### config.mk
export PLATFORM = sky130hd
export DESIGN_NAME = wait_state_ctrl
export DESIGN_NICKNAME = d
export VERILOG_FILES = /design/src/rtl/wait_state_ctrl.sv
export SDC_FILE = /design/constraint.sdc
export NUM_CORES = 1
export LEC_CHECK = 0
export BUFFER_PORTS_ARGS = -buffer_cell sky130_fd_sc_hd__buf_2
export CORE_MARGIN = 8
export CORE_UTILIZATION = 30
export CTS_BUF_LIST = sky130_fd_sc_hd__clkbuf_16
export DETAILED_ROUTE_END_ITERATION = 8
export HOLD_SLACK_MARGIN = 0.12
export PLACE_DENSITY = 0.58
export SLEW_MARGIN = 20
export SYNTH_ARGS = -nofsm -noshare
export SYNTH_HDL_FRONTEND = slang
export SYNTH_SLANG_ARGS = --single-unit
### constraint.sdc
create_clock -name clk -period 2.9 [get_ports clk]
set_input_delay 0.29 -clock clk [delete_from_list [all_inputs] [get_ports clk]]
set_output_delay 0.29 -clock clk [all_outputs]
set_load 0.03 [all_outputs]
### src/rtl/wait_state_ctrl.sv
// Decodes the CPU address into regions and holds rdy low for a per-region wait count.
// A slow-device ready can extend the wait in flagged regions.
module wait_state_ctrl #(
  parameter int ADDR_W = 16,
  parameter int NREG = 4,
  parameter int WAIT_W = 4,
  parameter int CNT_W = 32,
  parameter logic [NREG*ADDR_W-1:0] REG_BASE = '0,
  parameter logic [NREG*ADDR_W-1:0] REG_MASK = '0,
  parameter logic [NREG*WAIT_W-1:0] REG_WAIT = '0,
  parameter logic [NREG-1:0] REG_EXT = '0,
  parameter int DEFAULT_WAIT = 1,
  localparam int IDX_W = (NREG > 1) ? $clog2(NREG) : 1,
  localparam int REG_W = $clog2(NREG + 1)
) (
  input  logic              clk,
  input  logic              reset,
  input  logic [ADDR_W-1:0] ab,
  input  logic              we,
  input  logic              ext_ready,
  input  logic              cfg_we,
  input  logic [IDX_W-1:0]  cfg_idx,
  input  logic [WAIT_W-1:0] cfg_wait,
  output logic              rdy,
  output logic [REG_W-1:0]  region,
  output logic [CNT_W-1:0]  stall_cnt,
  output logic              err
);

  typedef enum logic [1:0] {S_START, S_WAIT, S_EXT} state_t;

  state_t            r_state;
  state_t            w_next;
  logic [WAIT_W-1:0] r_cnt;
  logic [WAIT_W-1:0] r_table [NREG];
  logic [REG_W-1:0]  r_region;
  logic [ADDR_W-1:0] r_ab;
  logic              r_we;
  logic              r_ext;
  logic [CNT_W-1:0]  r_stall;
  logic              r_err;

  logic [REG_W-1:0]  w_dec_reg;
  logic [WAIT_W-1:0] w_dec_wait;
  logic              w_dec_ext;
  logic              w_rdy;
  logic              w_viol;

  // Scan from the top so the lowest matching region is the last one assigned.
  always_comb begin
    w_dec_reg  = REG_W'(NREG);
    w_dec_wait = WAIT_W'(DEFAULT_WAIT);
    w_dec_ext  = 1'b0;
    for (int i = NREG - 1; i >= 0; i--) begin
      if ((ab & REG_MASK[i*ADDR_W +: ADDR_W]) == REG_BASE[i*ADDR_W +: ADDR_W]) begin
        w_dec_reg  = REG_W'(i);
        w_dec_wait = r_table[i];
        w_dec_ext  = REG_EXT[i];
      end
    end
  end

  always_comb begin
    w_next = r_state;
    w_rdy  = 1'b0;
    case (r_state)
      S_START: begin
        if (w_dec_wait == '0) begin
          w_rdy  = !w_dec_ext || ext_ready;
          w_next = w_rdy ? S_START : S_EXT;
        end else begin
          w_next = (w_dec_wait == WAIT_W'(1)) ? S_EXT : S_WAIT;
        end
      end
      S_WAIT: begin
        if (r_cnt == WAIT_W'(1)) w_next = S_EXT;
      end
      S_EXT: begin
        w_rdy = !r_ext || ext_ready;
        if (w_rdy) w_next = S_START;
      end
      default: w_next = S_START;
    endcase
  end

  // Only mid-access stall cycles are checked; the start cycle defines the reference.
  assign w_viol = (r_state != S_START) && !w_rdy && ((ab != r_ab) || (we != r_we));

  always_ff @(posedge clk) begin
    if (reset) begin
      r_state  <= S_START;
      r_cnt    <= '0;
      r_region <= REG_W'(NREG);
      r_ab     <= '0;
      r_we     <= 1'b0;
      r_ext    <= 1'b0;
      r_stall  <= '0;
      r_err    <= 1'b0;
    end else begin
      r_state <= w_next;
      if (r_state == S_START) begin
        r_cnt    <= (w_dec_wait == '0) ? '0 : w_dec_wait - WAIT_W'(1);
        r_region <= w_dec_reg;
        r_ab     <= ab;
        r_we     <= we;
        r_ext    <= w_dec_ext;
      end else if (r_state == S_WAIT) begin
        r_cnt <= r_cnt - WAIT_W'(1);
      end
      if (!w_rdy && !(&r_stall)) r_stall <= r_stall + CNT_W'(1);
      r_err <= r_err | w_viol;
    end
  end

  always_ff @(posedge clk) begin
    if (reset) begin
      for (int i = 0; i < NREG; i++) r_table[i] <= REG_WAIT[i*WAIT_W +: WAIT_W];
    end else if (cfg_we && (32'(cfg_idx) < NREG)) begin
      r_table[cfg_idx] <= cfg_wait;
    end
  end

  assign rdy       = w_rdy && !reset;
  assign region    = r_region;
  assign stall_cnt = r_stall;
  assign err       = r_err;

endmodule

==> results of run 1 <==
[routing by layer]
layer  vias to the layer above  routed length [um]  global-route usage (%)
met5                         -                   0                       0
met4                         0                  86                    3.84
met3                         9                 518                    4.16
met2                        62                3390                    18.3
met1                      1289                3510                    13.5
li1                       1429                   -                       -
[cell type report]
cell class              instances  area, um^2
fillers                      1071        6320
repair buffers                 64         330
well taps                     136         170
clock inverters                 7        90.1
clock buffers                   9         225
inverters                       9        33.8
flip-flops and latches         61        1260
multi-input cells             278        1660
[logic make-up (layout without fill, tap and decap cells)]
logic type               count (synthesis)  after routing  share of synthesized area, %
AND/OR/NAND/NOR                        160            160                          28.1
AO/OA/AOI/OAI                           91             91                          18.2
flip-flops                              61             61                          41.3
buffers and inverters                   28             89                          4.55
XOR/XNOR                                20             20                          5.74
adder cells (fa/ha/maj)                  3              3                          1.23
multiplexers                             2              2                         0.819
other                                    1              2                         0.123
[registers in the layout, summed over array words and instances, names as in the netlist]
| signal | count |
|---|---|
| r_cnt | 4 |
| err | 1 |
| r_we | 1 |
| r_ab | 16 |
| r_state | 2 |
| region | 1 |
| stall_cnt | 32 |
| r_table | 4 |
[cells in the final DEF, fill, tap and decap left out, drive strengths merged, types with 2 or more instances in the layout]
master,count
o21bai,3
and3,2
or3,17
nand3,14
nor4,8
ha,3
clkbuf,9
a21o,2
conb,2
nor3,11
o21ba,2
and2,4
inv,9
bufinv,2
o21ai,17
o211ai,2
edfxtp,4
a21oi,47
nand4,12
nor2,23
or4,11
o31ai,10
xnor2,5
nand2,50
a211oi,2
clkinv,4
xor2,15
nand2b,2
dfxtp,57
buf,64
or2,3
[where the power goes]
part / switching, uW / total [uW] / internal, uW / leakage (uW)
Clock: 382 / 1130 / 746 / 0.000153
Sequential: 57.1 / 965 / 908 / 0.000504
Combinational: 197 / 322 / 125 / 0.000831
[worst paths after layout]
kind / end / cells past startpoint
setup / recovery: stall_cnt[17] / 5
setup reg to reg: stall_cnt[17] / 5
hold reg to reg: region[2] / 1
hold / removal: r_ab[3] / 3
[worst min-delay path, cell delays in order]
cell	delay, ns
buf_2	0.11
nand2_1	0.05
a21oi_1	0.05
[metrics by stage]
step / total power [uW] / hold WS (ns) / setup WS, ns / utilization (%)
after floorplan: 1220 / 0.426 / 0.513 / -
after global placement: 1300 / 0.436 / 0.666 / 34.2
after detailed placement: 1310 / 0.447 / 0.615 / 34.2
after CTS: 2450 / 0.207 / 0.589 / 37.4
after global routing: 2530 / 0.218 / 0.420 / 37.4
final: 2420 / 0.218 / 0.619 / 37.4
==> impl_metrics.yaml, run 1 <==
timing:
  fin_setup_tns_ns: 0
  fin_skew_ns: 0.00267
  relSlewSlack_pct: 50.3
  min_period_over_period_pct: 78.7
  setup-violations-final: 0
  hold_violations: 0
  slew_viol_final: 0
  rsz0062_at_grt: "false"
  tightest_slew_ns: 0.745
  finalCriticalPeriod_ns: 2.28
  fmax_mhz: 438
worst_setup_path:
  cp_data_arrival_time_ns: 2.54
  cp-startpoint: "r_table[0][0]"
  criticalPathCategory: "flip-flop to flip-flop"
  cp_max_fo: 14
  timing.rr.start: "r_table[0][0]"
  setup.worst_path.start_class: "flip-flop"
  max_stage_delay_ns: 0.60
  path_cells: "nor4_1, o21bai_2, nand2_1, or4_1, a21oi_1"
  critPathSlowestCell: "o21bai_2"
  r2r_setup_slack_ns: 0.62
  cp-end-kind: "flip-flop"
  required_ns: 3.16
  crit_family: "simple AND/OR/NAND/NOR gates"
  path_buf_inv: 0
placement:
  dpl.hpwl_mm: 5.29
  place_area_mm2: 0.00346
  placed_cells: 548
  port_buffers: 60
  gp_congestion: 0.774
global_route:
  grt_use_total_pct: 11.3
  grt_pass1_wl_mm: 12.2
  grt_overflow: 0
  grt_max_degree: 26
  antenna_found_initial: 0
  grt_pass1_vias: 2628
die:
  start_util_pct: 30.3
  fp.dieArea_mm2: 0.0137
  ioPinCount: 64
  fp.coreArea_mm2: 0.0101
  rows: 37
  die_w_um: 117
  fp.dieH_um: 117
final_layout:
  layout-drive-gt1-share_pct: 22.0
  post_layout_nonfiller_instances: 564
  final_net_count: 453
  diodes: 0
  syn_to_final_growth_pct: 23.5
  final_cell_area_mm2: 0.00377
power_and_ir_drop:
  ir_drop_mv: 0.206
  p_per_area_mw_per_mm2: 640
  p_leak_uw: 0.00149
clocking:
  clk_pin_slew_ns: 0.05
  clk_latency_ns: 0.32
  cts_buffers: 9
  cts_repair_resize_count: 0
  clock_tree.buffer_depth: 2
  cts-root-buf: "clkbuf_16"
  htree_levels: 3
  ctsHoldBuffers: 0
  clock-sinks: 61
  post_cts_buffers: 0
  cts_tree: "built"
yosys:
  synth-edff-count: 4
  syn_area_per_cell_um2: 8.34
  synth_seq_cells: 61
  synth_common_cells: "57 x dfxtp_1, 50 x nand2_1, 47 x a21oi_1"
  postSynthCellCount: 366
  async_flop_share_pct: 0
  synth_ff_type: "dfxtp_1"
  syn_area_mm2: 0.00305
  ys_types: 53
  synth_seq_area_share_pct: 41.3
  synth.most_common_cell: "dfxtp_1"
  ys_warn_count: 0
  ys_top_cells_by_area: "dfxtp_1 37%, a21oi_1 7.7%, nand2_1 6.1%"
  synth_top_area_cell: "dfxtp_1"
  yosysTopAreaCellShare_pct: 37.4
drt:
  wl_mm: 7.51
  first_iter_violations: 138
  drc: 0
  ant_nets: 0
  wl_per_cell_um: 13.3
  vias: 2789
  drt-pass1-iter-count: 4
  viasPerCell: 4.95
status:
  status: "finished, final reports clean"
run:
  drv_cap: 0
worst_hold_path:
  hp-start: "ab[3]"
  min_path_type: "primary input to flip-flop"
Power figures use the tool's default switching activity.
==> inputs of run 2 (changes only) <==
==> constraint.sdc (replaced) <==
create_clock -name clk -period 2.15 [get_ports clk]
set_input_delay 0.215 -clock clk [delete_from_list [all_inputs] [get_ports clk]]
set_output_delay 0.215 -clock clk [all_outputs]
set_load 0.03 [all_outputs]
==> impl_metrics.yaml, run 2 (same netlist as run 1, synthesis figures left out) <==
clocking:
  post_cts_buffers: 0
  clock_tree.buffer_depth: 2
  clk_latency_ns: 0.32
  clk_pin_slew_ns: 0.05
  cts_buffers: 9
  ctsHoldBuffers: 0
  htree_levels: 3
  cts_tree: "built"
  clock-sinks: 61
  cts-root-buf: "clkbuf_16"
worst_setup_path:
  r2r_cells: 7
  required_ns: 1.93
  cp_max_fo: 8
  timing.rr.start: "stall_cnt[0]"
  cp_data_arrival_time_ns: 1.80
  criticalPathCategory: "flip-flop to primary output"
  cp-end-kind: "primary output"
  r2r_setup_slack_ns: 0.14
  setup.worst_path.start_class: "flip-flop"
  timing.rr.end: "stall_cnt[1]"
die:
  fp.coreArea_mm2: 0.0101
  ioPinCount: 64
  die_w_um: 117
  fp.dieArea_mm2: 0.0137
  rows: 37
  fp.dieH_um: 117
  start_util_pct: 30.3
timing:
  hold_violations: 0
  setup-violations-final: 0
  tightest_slew_ns: 0.649
  fmax_mhz: 497
  min_period_over_period_pct: 93.7
  slew_viol_final: 0
  finalCriticalPeriod_ns: 2.01
  fin_skew_ns: 0.00755
  rsz0062_at_grt: "false"
  layout_setup_ws_ns: 0.136
  relSlewSlack_pct: 56.7
placement:
  port_buffers: 60
  gp_congestion: 0.791
  dpl.hpwl_mm: 5.45
  pre_cts_slack_ns: 0.111
  place_area_mm2: 0.00363
global_route:
  grt_pass1_wl_mm: 12.4
  grt_overflow: 0
  grt_pass1_vias: 2587
  grt_use_total_pct: 11.5
  grt_max_degree: 62
  antenna_found_initial: 0
power_and_ir_drop:
  p_leak_uw: 0.00157
  p_per_area_mw_per_mm2: 805
  power_frac_clock_pct: 43.9
  pwr-share-comb_pct: 15.2
  pwr-share-seq_pct: 40.8
  swShare_pct: 26.9
  power_uw: 3170
  p_int_uw: 2320
  ir_drop_mv: 0.373
  p_switching_uw: 853
drt:
  wl_per_cell_um: 13.1
  wl_mm: 7.59
  first_iter_violations: 142
  vias: 2846
  viasPerCell: 4.90
  ant_nets: 0
  drt-pass1-iter-count: 6
  drc: 0
worst_hold_path:
  whs_path_depth: 3
  hp-start: "ab[7]"
  whs_endpoint: "r_ab[7]"
  min_path_type: "primary input to flip-flop"
run:
  drv_cap: 0
final_layout:
  largest_reg_flops: 32
  final_cell_area_mm2: 0.00394
  layout-drive-gt1-share_pct: 28.5
  final_net_count: 470
  diodes: 0
  mostFrequentLayoutCells: "60 x buf_2, 49 x nand2_1, 47 x a21oi_1"
  syn_to_final_growth_pct: 29.0
  utilization_pct: 39.0
  layout_commonest_cell: "buf_2"
status:
  status: "finished, final reports clean"
[run 2: cell types whose count changed in the layout (fill, tap and decap cells not counted), sizes merged]
cell,delta
inv,+1
buf,+17
bufinv,-1
[run 2: stage by stage]
step / hold slack, ns / std cells / setup TNS, ns
floorplan: 0.351 / 367 / -0.00304
global placement: 0.432 / 565 / 0
detailed placement: 0.441 / 565 / 0
CTS: 0.132 / 581 / 0
global route: 0.150 / 581 / 0
finish: 0.148 / 581 / 0
[run 2: how the worst max path moves through the flow]
stage,start,end,slack (ns),cells after the start
2_1_floorplan,stall_cnt[24],stall_cnt[1],-0.003,7
6_report,r_table[0][3],rdy,0.14,4
5_1_grt,stall_cnt[18],stall_cnt[1],0.02,6
3_5_place_dp,r_table[0][3],stall_cnt[11],0.11,6
3_3_place_gp,stall_cnt[0],stall_cnt[1],0.14,7
4_1_cts,r_table[0][3],stall_cnt[26],0.10,6
[run 2: final cells by class]
cell class / instances / area [um^2]
Clock buffer: 9 / 225
Inverter: 9 / 33.8
Tap cell: 136 / 170
Clock inverter: 7 / 65.1
Multi-Input combinational cell: 278 / 1690
Sequential cell: 61 / 1280
Fill cell: 1058 / 6150
Timing Repair Buffer: 81 / 470
[run 2: worst max-delay path, stage by stage (launching register included)]
cell	delay [ns]
edfxtp_1	0.46
nor4_2	0.46
o21bai_4	0.18
nor2_1	0.15
buf_2	0.23
[run 2: power groups by stage]
stage / Sequential [uW] / Clock [uW] / Combinational, uW
global route: 1310 / 1490 / 550
floorplan: 1340 / 0 / 322
CTS: 1290 / 1450 / 488
detailed placement: 1320 / 0 / 485
global placement: 1310 / 0 / 478
finish: 1300 / 1390 / 483
[run 2: timing repair]
action | CTS | global route
pin swaps | 0 | 0
setup endpoints to repair | 1 | 3
resized for setup | 1 | 2
cloned | 0 | 0
[run 2: routing by layer]
layer / global-route usage (%) / routed length (um) / up-vias
li1: - / - / 1477
met1: 13.6 / 3470 / 1305
met2: 18.9 / 3540 / 57
met3: 4.05 / 502 / 7
met4: 3.84 / 69 / 0
met5: 0 / 0 / -
